$ cat config.mk
export PLATFORM = sky130hd
export DESIGN_NAME = pipe_hazard_ctrl
export DESIGN_NICKNAME = d
export VERILOG_FILES = /design/src/rtl/pipe_hazard_pkg.sv /design/src/rtl/pipe_fwd_sel.sv /design/src/rtl/pipe_hazard_ctrl.sv
export SDC_FILE = /design/constraint.sdc
export NUM_CORES = 1
export LEC_CHECK = 0
export CAP_MARGIN = 20
export CELL_PAD_IN_SITES_DETAIL_PLACEMENT = 0
export CELL_PAD_IN_SITES_GLOBAL_PLACEMENT = 1
export CORE_MARGIN = 2
export CORE_UTILIZATION = 19
export CTS_BUF_LIST = sky130_fd_sc_hd__clkbuf_2
export DETAILED_ROUTE_END_ITERATION = 10
export PLACE_DENSITY = 0.86
export SLEW_MARGIN = 20
export SYNTH_ARGS = -nofsm -noshare
export SYNTH_HDL_FRONTEND = slang
export SYNTH_SLANG_ARGS = --single-unit
$ cat constraint.sdc
create_clock -name i_clk -period 2.3 [get_ports i_clk]
set_clock_uncertainty 0.15 [all_clocks]
set_input_delay 0.46 -clock i_clk [delete_from_list [all_inputs] [get_ports i_clk]]
set_output_delay 0.46 -clock i_clk [all_outputs]
set_load 0.01 [all_outputs]
$ cat src/rtl/pipe_hazard_pkg.sv
// Shared types and constants for the pipeline hazard controller.
package pipe_hazard_pkg;

    typedef enum logic {
        ST_RUN = 1'b0,
        ST_MUL = 1'b1
    } state_t;

    localparam logic [1:0] FWD_RF  = 2'b00;
    localparam logic [1:0] FWD_MEM = 2'b10;
    localparam logic [1:0] FWD_WB  = 2'b01;

endpackage

$ cat src/rtl/pipe_fwd_sel.sv
// Combinational EX-stage operand forwarding select for one ALU source.
module pipe_fwd_sel
    import pipe_hazard_pkg::*;
(
    input  logic [4:0] i_src,
    input  logic       i_mem_regwrite,
    input  logic [4:0] i_mem_rd,
    input  logic       i_wb_regwrite,
    input  logic [4:0] i_wb_rd,
    output logic [1:0] o_fwd
);

    // The younger EX/MEM result shadows MEM/WB; r0 is hard-wired zero.
    always_comb begin
        o_fwd = FWD_RF;
        if (i_mem_regwrite && (i_mem_rd != 5'd0) && (i_mem_rd == i_src))
            o_fwd = FWD_MEM;
        else if (i_wb_regwrite && (i_wb_rd != 5'd0) && (i_wb_rd == i_src))
            o_fwd = FWD_WB;
    end

endmodule

$ cat src/rtl/pipe_hazard_ctrl.sv
// Load-use / multiply hazard controller with forwarding selects.
// Define PIPE_HAZ_PERF_CNT_EN to build the saturating stall/flush counters.
module pipe_hazard_ctrl
    import pipe_hazard_pkg::*;
#(
    parameter int unsigned MUL_LAT = 4,
    parameter int unsigned CNT_W   = 32
) (
    input  logic             i_clk,
    input  logic             i_rst_n,
    input  logic [4:0]       i_id_rs,
    input  logic [4:0]       i_id_rt,
    input  logic             i_id_use_rs,
    input  logic             i_id_use_rt,
    input  logic [4:0]       i_ex_rs,
    input  logic [4:0]       i_ex_rt,
    input  logic [4:0]       i_ex_rd,
    input  logic             i_ex_memread,
    input  logic             i_ex_mul,
    input  logic             i_ex_br_taken,
    input  logic             i_mem_regwrite,
    input  logic [4:0]       i_mem_rd,
    input  logic             i_wb_regwrite,
    input  logic [4:0]       i_wb_rd,
    output logic             o_pc_write,
    output logic             o_ifid_write,
    output logic             o_idex_write,
    output logic             o_idex_bubble,
    output logic             o_exmem_bubble,
    output logic             o_ifid_flush,
    output logic             o_idex_flush,
    output logic [1:0]       o_fwd_a,
    output logic [1:0]       o_fwd_b,
    output logic             o_h1,
    output logic             o_h2,
    output logic [CNT_W-1:0] o_stall_cnt,
    output logic [CNT_W-1:0] o_flush_cnt
);

    state_t     state;
    logic [3:0] mul_cnt;
    logic       ld_use;
    logic       hold;
    logic [1:0] fwd_a_raw;
    logic [1:0] fwd_b_raw;

    assign ld_use = i_ex_memread && (i_ex_rd != 5'd0) &&
                    ((i_id_use_rs && (i_id_rs == i_ex_rd)) ||
                     (i_id_use_rt && (i_id_rt == i_ex_rd)));

    assign hold = ((state == ST_RUN) && i_ex_mul) ||
                  ((state == ST_MUL) && (mul_cnt != 4'd0));

    // Entry cycle counts as the first hold cycle, so preload MUL_LAT-2.
    always_ff @(posedge i_clk) begin
        if (!i_rst_n) begin
            state   <= ST_RUN;
            mul_cnt <= '0;
        end else begin
            unique case (state)
                ST_RUN: begin
                    if (i_ex_mul) begin
                        state   <= ST_MUL;
                        mul_cnt <= 4'(MUL_LAT - 2);
                    end
                end
                ST_MUL: begin
                    if (mul_cnt != 4'd0)
                        mul_cnt <= mul_cnt - 4'd1;
                    else
                        state <= ST_RUN;
                end
                default: state <= ST_RUN;
            endcase
        end
    end

    always_comb begin
        o_pc_write     = 1'b1;
        o_ifid_write   = 1'b1;
        o_idex_write   = 1'b1;
        o_idex_bubble  = 1'b0;
        o_exmem_bubble = 1'b0;
        o_ifid_flush   = 1'b0;
        o_idex_flush   = 1'b0;
        o_h1           = 1'b0;
        o_h2           = 1'b0;
        if (!i_rst_n) begin
            o_pc_write   = 1'b0;
            o_ifid_write = 1'b0;
            o_idex_write = 1'b0;
            o_ifid_flush = 1'b1;
            o_idex_flush = 1'b1;
        end else if (hold) begin
            o_pc_write     = 1'b0;
            o_ifid_write   = 1'b0;
            o_idex_write   = 1'b0;
            o_exmem_bubble = 1'b1;
            o_h1           = 1'b1;
        end else if (i_ex_br_taken) begin
            o_ifid_flush = 1'b1;
            o_idex_flush = 1'b1;
            o_h2         = 1'b1;
        end else if (ld_use) begin
            o_pc_write    = 1'b0;
            o_ifid_write  = 1'b0;
            o_idex_bubble = 1'b1;
            o_h1          = 1'b1;
        end
    end

    pipe_fwd_sel u_fwd_a (
        .i_src          (i_ex_rs),
        .i_mem_regwrite (i_mem_regwrite),
        .i_mem_rd       (i_mem_rd),
        .i_wb_regwrite  (i_wb_regwrite),
        .i_wb_rd        (i_wb_rd),
        .o_fwd          (fwd_a_raw)
    );

    pipe_fwd_sel u_fwd_b (
        .i_src          (i_ex_rt),
        .i_mem_regwrite (i_mem_regwrite),
        .i_mem_rd       (i_mem_rd),
        .i_wb_regwrite  (i_wb_regwrite),
        .i_wb_rd        (i_wb_rd),
        .o_fwd          (fwd_b_raw)
    );

    assign o_fwd_a = i_rst_n ? fwd_a_raw : FWD_RF;
    assign o_fwd_b = i_rst_n ? fwd_b_raw : FWD_RF;

`ifdef PIPE_HAZ_PERF_CNT_EN
    logic [CNT_W-1:0] stall_cnt;
    logic [CNT_W-1:0] flush_cnt;

    always_ff @(posedge i_clk) begin
        if (!i_rst_n) begin
            stall_cnt <= '0;
            flush_cnt <= '0;
        end else begin
            if (o_h1 && (stall_cnt != '1))
                stall_cnt <= stall_cnt + CNT_W'(1);
            if (o_h2 && (flush_cnt != '1))
                flush_cnt <= flush_cnt + CNT_W'(1);
        end
    end

    assign o_stall_cnt = stall_cnt;
    assign o_flush_cnt = flush_cnt;
`else
    assign o_stall_cnt = '0;
    assign o_flush_cnt = '0;
`endif

endmodule

=== Word level (Yosys, flattened, before mapping) ===
Index checks and enable logic that the tools add are counted.

* Bits in registers: 5
* Bits in latches: 0
* RAM bits: 0
* Memory bits (read-only): 0
* Input bits: 44
* Output and inout bits: 77
* Logic and storage cells: 61
* Memories: 0

* Add/subtract/negate cells: 1
* Multiply operators: 0
* Divide/modulo/power cells: 0
* Order comparisons: 0
* Equal/unequal tests: 8
* Shift-type cells: 0
* Muxes and demuxes: 30
* Bitwise operators: 1
* Reduce and logical (&&, ||, !) cells: 19

{| class="wikitable"
|+ Operators with widths
! operator !! count
|-
| $eq A5 B5 Y1 || 6
|-
| $mux W1 || 22
|-
| $reduce_bool A5 Y1 || 3
|-
| $logic_and A1 B1 Y1 || 12
|-
| $mux W2 || 4
|-
| $mux W4 || 2
|-
| $pmux W4 S2 || 1
|-
| $reduce_bool A4 Y1 || 1
|-
| $sub A4 B1 Y4 const B || 1
|-
| $logic_or A1 B1 Y1 || 2
|-
| $ne A2 B1 Y1 const B || 1
|-
| $ne A2 B2 Y1 const B || 1
|-
| $pmux W1 S2 || 1
|-
| $reduce_and A2 Y1 || 1
|-
| $not A1 Y1 || 1
|}

=== Longest topological paths before layout ===
* Depth after elaboration: 8
* Depth in mapped cells: 7

=== Modules after synthesis ===
Synthesis repeated with hierarchy kept, for this count alone.

* Cells, all modules: 168
* Area, all modules: 1275.0 sq um

{| class="wikitable"
|+ Modules (own cells, without submodules)
! module !! times used !! cells an instance !! area an instance (sq um) !! seq. area each (sq um)
|-
| pipe_hazard_ctrl || 1 || 128 || 972.2 || 100.1
|-
| pipe_fwd_sel || 2 || 20 || 151.4 || 0.0
|}

=== Worst setup path before layout ===
OpenSTA, ideal clock, no wires.

* Path type: input port to output port
* Start: in i_mem_rd[0]
* End: out o_fwd_a[0]
* Data arrival time: 1561 ps
* Data required time: 1690 ps
* Setup slack: 129 ps
* Cell stages on the path: 4
* Path buffers: 0
* Cell sequence: or4_1 o21ai_2 nor4_1 nor4_2

* Word-level cells in the longest chain between the ends: 5
* Elaborated cells between the ends (all ways): 6
* Those cells by class: eq/ne (1); mux (2); reduce/logical (3)

{| class="wikitable"
|+ RTL lines
! item !! line !! RTL
|-
| start: declaration || pipe_hazard_ctrl.sv:22 || <nowiki>input logic [4:0] i_mem_rd,</nowiki>
|-
| $reduce_bool A5 Y1 || pipe_fwd_sel.sv:16 || <nowiki>if (i_mem_regwrite && (i_mem_rd != 5'd0) && (i_mem_rd == i_src))</nowiki>
|-
| $logic_and A1 B1 Y1 || pipe_fwd_sel.sv:16 ||
|-
| $logic_and A1 B1 Y1 (*) || pipe_fwd_sel.sv:16 ||
|-
| $mux W2 (*) || pipe_fwd_sel.sv:16 ||
|-
| $mux W2 (*) || pipe_hazard_ctrl.sv:130 || <nowiki>assign o_fwd_a = i_rst_n ? fwd_a_raw : FWD_RF;</nowiki>
|-
| end: declaration || pipe_hazard_ctrl.sv:32 || <nowiki>output logic [1:0] o_fwd_a,</nowiki>
|}

Every way passes the cells marked *; elsewhere a longest branch is shown, timed or not.

=== Final worst setup path ===
* Start: in i_wb_rd[4]
* End: out o_fwd_a[0]

* Word-level cells in the longest chain between the ends: 6
* Elaborated cells between the ends (all ways): 7
* Those cells by class: eq/ne (1); mux (3); reduce/logical (3)

{| class="wikitable"
|+ RTL lines
! item !! line !! RTL
|-
| start: declaration || pipe_hazard_ctrl.sv:24 || <nowiki>input logic [4:0] i_wb_rd,</nowiki>
|-
| $reduce_bool A5 Y1 || pipe_fwd_sel.sv:18 || <nowiki>else if (i_wb_regwrite && (i_wb_rd != 5'd0) && (i_wb_rd == i_src))</nowiki>
|-
| $logic_and A1 B1 Y1 || pipe_fwd_sel.sv:18 ||
|-
| $logic_and A1 B1 Y1 (*) || pipe_fwd_sel.sv:18 ||
|-
| $mux W1 (*) || pipe_fwd_sel.sv:18 ||
|-
| $mux W2 (*) || pipe_fwd_sel.sv:16 ||
|-
| $mux W2 (*) || pipe_hazard_ctrl.sv:130 ||
|}

Marks and branches as above.

==> reports/qor.txt <==
Clk root buf -> clkbuf_2
Warnings from Yosys -> 0
Failing checks -> setup timing
Fin cells -> 326
Largest net degree at the start of global routing -> 12
Critical Path RT -> 1690 ps
Clock power frac -> 15.8%
Layout cell share with drive strength beyond 1 -> 32.9%
Switching Fraction -> 39.8%
Post-layout power -> 0.509 mW
Final min period -> 2420 ps
Yosys cell types -> 29
Sequential-to-total area share from yosys stat -> 8.26%
Finished Core Util -> 30.4%
FF+latch count, synth -> 5
VDD IR-drop max -> 0.104 mV
Max-cap violations -> 0
Vias in the first global route -> 1,081
Via density -> 3.54
# IOs -> 121
Clk_lat worst skew -> 210 ps
Max-slew violations -> 0
Die X -> 83.8 µm
F_max -> 413 MHz
Drt first-iter violations -> 6
Startpoint Class -> input pin
CTS tree -> yes
Die height -> 83.8 µm
Post-Syn Area per Cell -> 7.57 µm²
Total Wirelength -> 3.16 mm
Int Pwr -> 0.306 mW
Clock transition at path regs -> 60 ps
Core area -> 0.00624 mm²
All-Layer GR Usage -> 8.23%
P&R area growth vs syn -> 56.7%
Pwr/cell area -> 268 mW/mm²
Comb power frac -> 64.6%
H-tree levels -> 1
Ranking of synthesized cells by area -> buf_4, xnor2_1, xor2_1
Synth Cell Area -> 0.00121 mm²
# diodes -> 0
Rows -> 29
Wire length per cell -> 9.69 µm
NetSw -> 0.203 mW
Critical path class -> input pin to primary output
Synth async-reset ratio -> 0%
Routed via count -> 1,155
Post-route setup slack -> -122 ps
Sink Count -> 5
First-pass detailed-route iteration total -> 4
Crit path max fanout -> 2
Detailed placer's ending HPWL -> 2.69 mm
Total gr overflow -> 0
Critical path arrival -> 1810 ps
# DRC -> 0
Min-delay worst type -> flip-flop to flip-flop
CP Capture Type -> primary output
Longest Clk Path Bufs -> 2
Unrepaired setup endpoints after global routing -> yes
Initial antenna violation count -> 0
Buffers on Ports -> 56
Synth top area share -> 40.9%
Final GP Congestion -> 0.830
Placed cell count -> 314
Area leader, netlist -> buf_4
Num CTS Buffers -> 3
Top FF cell, synth -> dfxtp_1
Static leakage -> 0.971 nW
Fill count -> 686
Period utilisation layout -> 105%
Initial core utilization -> 19.4%
Final hold viol count -> 0
Status -> finished, violations left
NumNets Final -> 295
Finish-stage setup viols -> 4
Reg power frac -> 19.6%
First-pass GRT wire length -> 4.73 mm
Die area -> 0.00703 mm²
Final ANT Viol Nets -> 0
Mapped Cells -> 160
Post-synth EDFFs -> 0
==> cell type report <==
cell class                      count  area (µm²)  share of cell area, %
Sequential cell                     5         103                   5.41
Multi-Input combinational cell    147         927                   48.8
Inverter                            4        15.0                  0.791
Clock buffer                        4        20.0                   1.05
Timing Repair Buffer               89         737                   38.8
Tap cell                           77        96.3                   5.08
==> state kept, by name (all words and copies together), names as in the netlist <==
signal / flops
mul_cnt: 4
state: 1
==> logic make-up after synthesis <==
kind of cell | count (synthesis) | synth area share [%]
flops | 5 | 8.26
other cells | 1 | 0.310
simple gates | 38 | 18.2
fa+ha+maj | 1 | 1.03
buf+inv | 71 | 42.5
compound gates | 13 | 7.23
mux | 1 | 0.826
xor+xnor | 30 | 21.7
==> per-layer routing <==
layer | vias up | GRT usage, % | wire [µm] | share of wire [%]
met2 | 69 | 17.7 | 1830 | 58
met5 | - | 0 | 0 | 0
met4 | 0 | 2.64 | 14 | 0.44
met3 | 2 | 0.791 | 242 | 7.7
li1 | 570 | - | - | -
met1 | 514 | 7.88 | 1070 | 34
==> final timing paths <==
path | to | slack, ps | cells past startpoint | from
worst min-delay path | mul_cnt[2] | 370 | 2 | mul_cnt[2]
worst max register to register | mul_cnt[0] | 710 | 8 | mul_cnt[1]
worst max-delay path | o_fwd_a[0] | -120 | 6 | i_wb_rd[4]
worst min register to register | mul_cnt[2] | 370 | 2 | mul_cnt[2]
==> stage by stage <==
| stage | worst slack (ps) | cell area [µm²] | hold slack, ps | setup TNS [ps] |
|---|---|---|---|---|
| 6_report | -122 | 1900 | 374 | -357 |
| 5_1_grt | -172 | 1900 | 420 | -580 |
| 4_1_cts | -193 | 1880 | 377 | -433 |
| 3_5_place_dp | -951 | 1790 | 366 | -7320 |
| 3_3_place_gp | -929 | 1790 | 343 | -7040 |
| 2_1_floorplan | 129 | 1450 | 324 | 0 |
==> cell usage after synthesis (all sizes together) (2+ instances only) <==
cell type,instances
a21boi,2
nand4,2
o21ai,5
nor4,3
and2,5
nor2b,5
or4,3
nand2b,2
nor2,3
xnor2,18
inv,4
and3,2
nand2,3
nor3,4
buf,66
xor2,12
dfxtp,5
a21oi,2
nand3,6
==> cell usage in the layout, fill, tap and decap left out, drive strengths merged, types with 6 or more instances in the layout <==
cell | netlist | layout
clkdlybuf4s15 | 0 | 6
xnor2 | 18 | 18
buf | 66 | 49
clkbuf | 1 | 12
xor2 | 12 | 12
conb | 1 | 64
dlygate4sd2 | 0 | 18
clkdlybuf4s50 | 0 | 6
nand3 | 6 | 6
==> worst max-delay path, cell delays in order <==
cell and delay, ps:
buf_6 90, buf_6 100, xor2_1 160, or4_4 540
nor4_4 280, buf_2 170
==> power by group through the flow <==
stage	clock (mW)	combinational [mW]	sequential, mW
2_1_floorplan	0	0.229	0.0993
3_3_place_gp	0	0.313	0.0998
3_5_place_dp	0	0.319	0.101
4_1_cts	0.0860	0.321	0.0993
5_1_grt	0.0913	0.360	0.101
6_report	0.0803	0.329	0.0999
==> repair_timing <==
action,in CTS,in global routing
gates resized for setup,120,33
setup buffers,7,1
setup endpoints to repair,13,13
pin swaps,28,19
gates cloned,0,0
hold buffers,0,0
Power figures use the tool's default switching activity.
==> edit, RTL diff (same settings) <==
The option `PIPE_HAZ_PERF_CNT_EN` is turned on by a define.
--- a/src/rtl/pipe_hazard_ctrl.sv
+++ b/src/rtl/pipe_hazard_ctrl.sv
@@ -2,2 +2,4 @@
 // Define PIPE_HAZ_PERF_CNT_EN to build the saturating stall/flush counters.
+`define PIPE_HAZ_PERF_CNT_EN
+
 module pipe_hazard_ctrl
Formal check against the unedited RTL: not equivalent (a bounded check fails within 4 cycles, from zero or initial values and one cycle with i_rst_n low).
==> edit against the unedited design <==
Synthesized cell count grew to 2.9 times the old value; routed wire length grew to 4.1 times the old value; combinational power is 79% higher; die area grew to 3.0 times the old value; area after synthesis grew to 3.2 times the old value; cell area grew to 3.4 times the old value; sequential cell count is 64 higher; power grew to 5.2 times the old value; the run still ends with negative setup slack left; worst setup slack worse by 170 ps.
==> edit: results (changes against the unedited design) <==
status: finished with violations (unchanged)
violated checks: negative setup slack (unchanged)
crit path launch: i_ex_rd[4] (was i_wb_rd[4])
IO buf count: 120 (was 56)
CP Capture Point: o_pc_write (was o_fwd_a[0])
vias in the first global route: 3947 (was 1081)
Worst R2R Start: mul_cnt[0] (was mul_cnt[1])
WHS Endpoint: o_flush_cnt[25] (was mul_cnt[2])
hold path depth: 4 (was 2)
GRT Total Usage: 0.116 (was 0.0823)
Unique masters post-synth: 46 (was 29)
worst r2r path cells: 10 (was 8)
Hold Path Class: in2reg (was reg2reg)
final setup TNS: -6520 ps (was -357 ps)
Reg-to-Reg End: o_stall_cnt[14] (was mul_cnt[0])
WHS: 252 ps (was 374 ps)
peak supply drop: 0.000246 V (was 0.000104 V)
WL/cell: 13.6 microns (was 9.69 microns)
Final setup viols: 45 (was 4)
htree depth: 3 (was 1)
CTS Buf Count: 9 (was 3)
initial antenna violation count: 1 (was 0)
area post-placement: 5870 sq um (was 1790 sq um)
hold path startpoint: i_rst_n (was mul_cnt[2])
Iter 0 DRT Violations: 201 (was 6)
final setup margin: -292 ps (was -122 ps)
clk_lat worst skew: 550 ps (was 210 ps)
layout net count: 724 (was 295)
Lkg Pwr: 2.60 nW (was 0.971 nW)
CP Max Fanout: 3 (was 2)
part of the Yosys area used for sequential elements: 0.360 (was 0.0826)
top post-synthesis cells by count: dfxtp_1 (69), nor2_1 (52), nand2_1 (40), xor2_1 (37) (was buf_4 (66), xnor2_1 (18), xor2_1 (12), nand3_1 (6))
GP Congestion: 0.823 (was 0.830)
dpl hpwl: 9.20 mm (was 2.69 mm)
ranking of synthesized cells by area: dfxtp_1 (36%), xor2_1 (8.5%), nor2_1 (5.1%) (was buf_4 (41%), xnor2_1 (13%), xor2_1 (8.7%))
Vias/cell: 4.41 (was 3.54)
first-pass GRT wire length: 20.2 mm (was 4.73 mm)
edit: cell types whose count changed after synthesis, sizes merged, moves of 18 or more:
cell	before	now
xor2	12	37
nand3	6	24
nand4	2	24
nand2	3	41
buf	66	8
nor2	3	52
a21oi	2	23
dfxtp	5	69
edit: layer usage:
layer | track usage | vias to the layer above | share of wire
met1 | 0.136 | 1981 | 0.42
met5 | 0 | - | 0
met3 | 0.0441 | 18 | 0.072
met2 | 0.199 | 100 | 0.50
met4 | 0.0325 | 0 | 0.016
li1 | - | 2078 | -
edit: worst max-delay path: stages:
cell,delay (ps)
clkdlybuf4s50_1,460
or4_1,410
o211ai_1,220
nand2b_4,180
and2_4,160
buf_6,100
edit: cell families (layout without fill, tap and decap cells):
kind of cell	Yosys count	count (layout)	synth area share
XOR/XNOR	59	59	0.135
AO/OA/AOI/OAI	66	66	0.113
multiplexers	8	8	0.0209
other	0	1	0
buffers and inverters	37	253	0.0450
adder cells (fa/ha/maj)	3	3	0.00979
AND/OR/NAND/NOR	224	224	0.317
flip-flops	69	69	0.360
edit: where the power goes:
part / internal, W / total, W / switching [W]
sequential: 0.00121 / 0.00122 / 0.0000107
clock: 0.000354 / 0.000825 / 0.000470
combinational: 0.000323 / 0.000590 / 0.000267
total: 0.00189 / 0.00264 / 0.000748
edit: stage by stage:
stage	total power, W	utilization	std cells
floorplan	0.00146	-	466
CTS	0.00264	0.319	939
global route	0.00278	0.333	947
finish	0.00264	0.333	948
global placement	0.00173	0.299	906
detailed placement	0.00174	0.299	906
edit: final cells by class:
cell class              instances  area (sq um)
multi-input cells             360          2630
inverters                      17          63.8
fillers                      2067         13100
well taps                     265           332
clock buffers                   9          45.0
flip-flops and latches         69          1420
repair buffers                220          1970
diodes                          1          2.50
clock inverters                 7          90.1
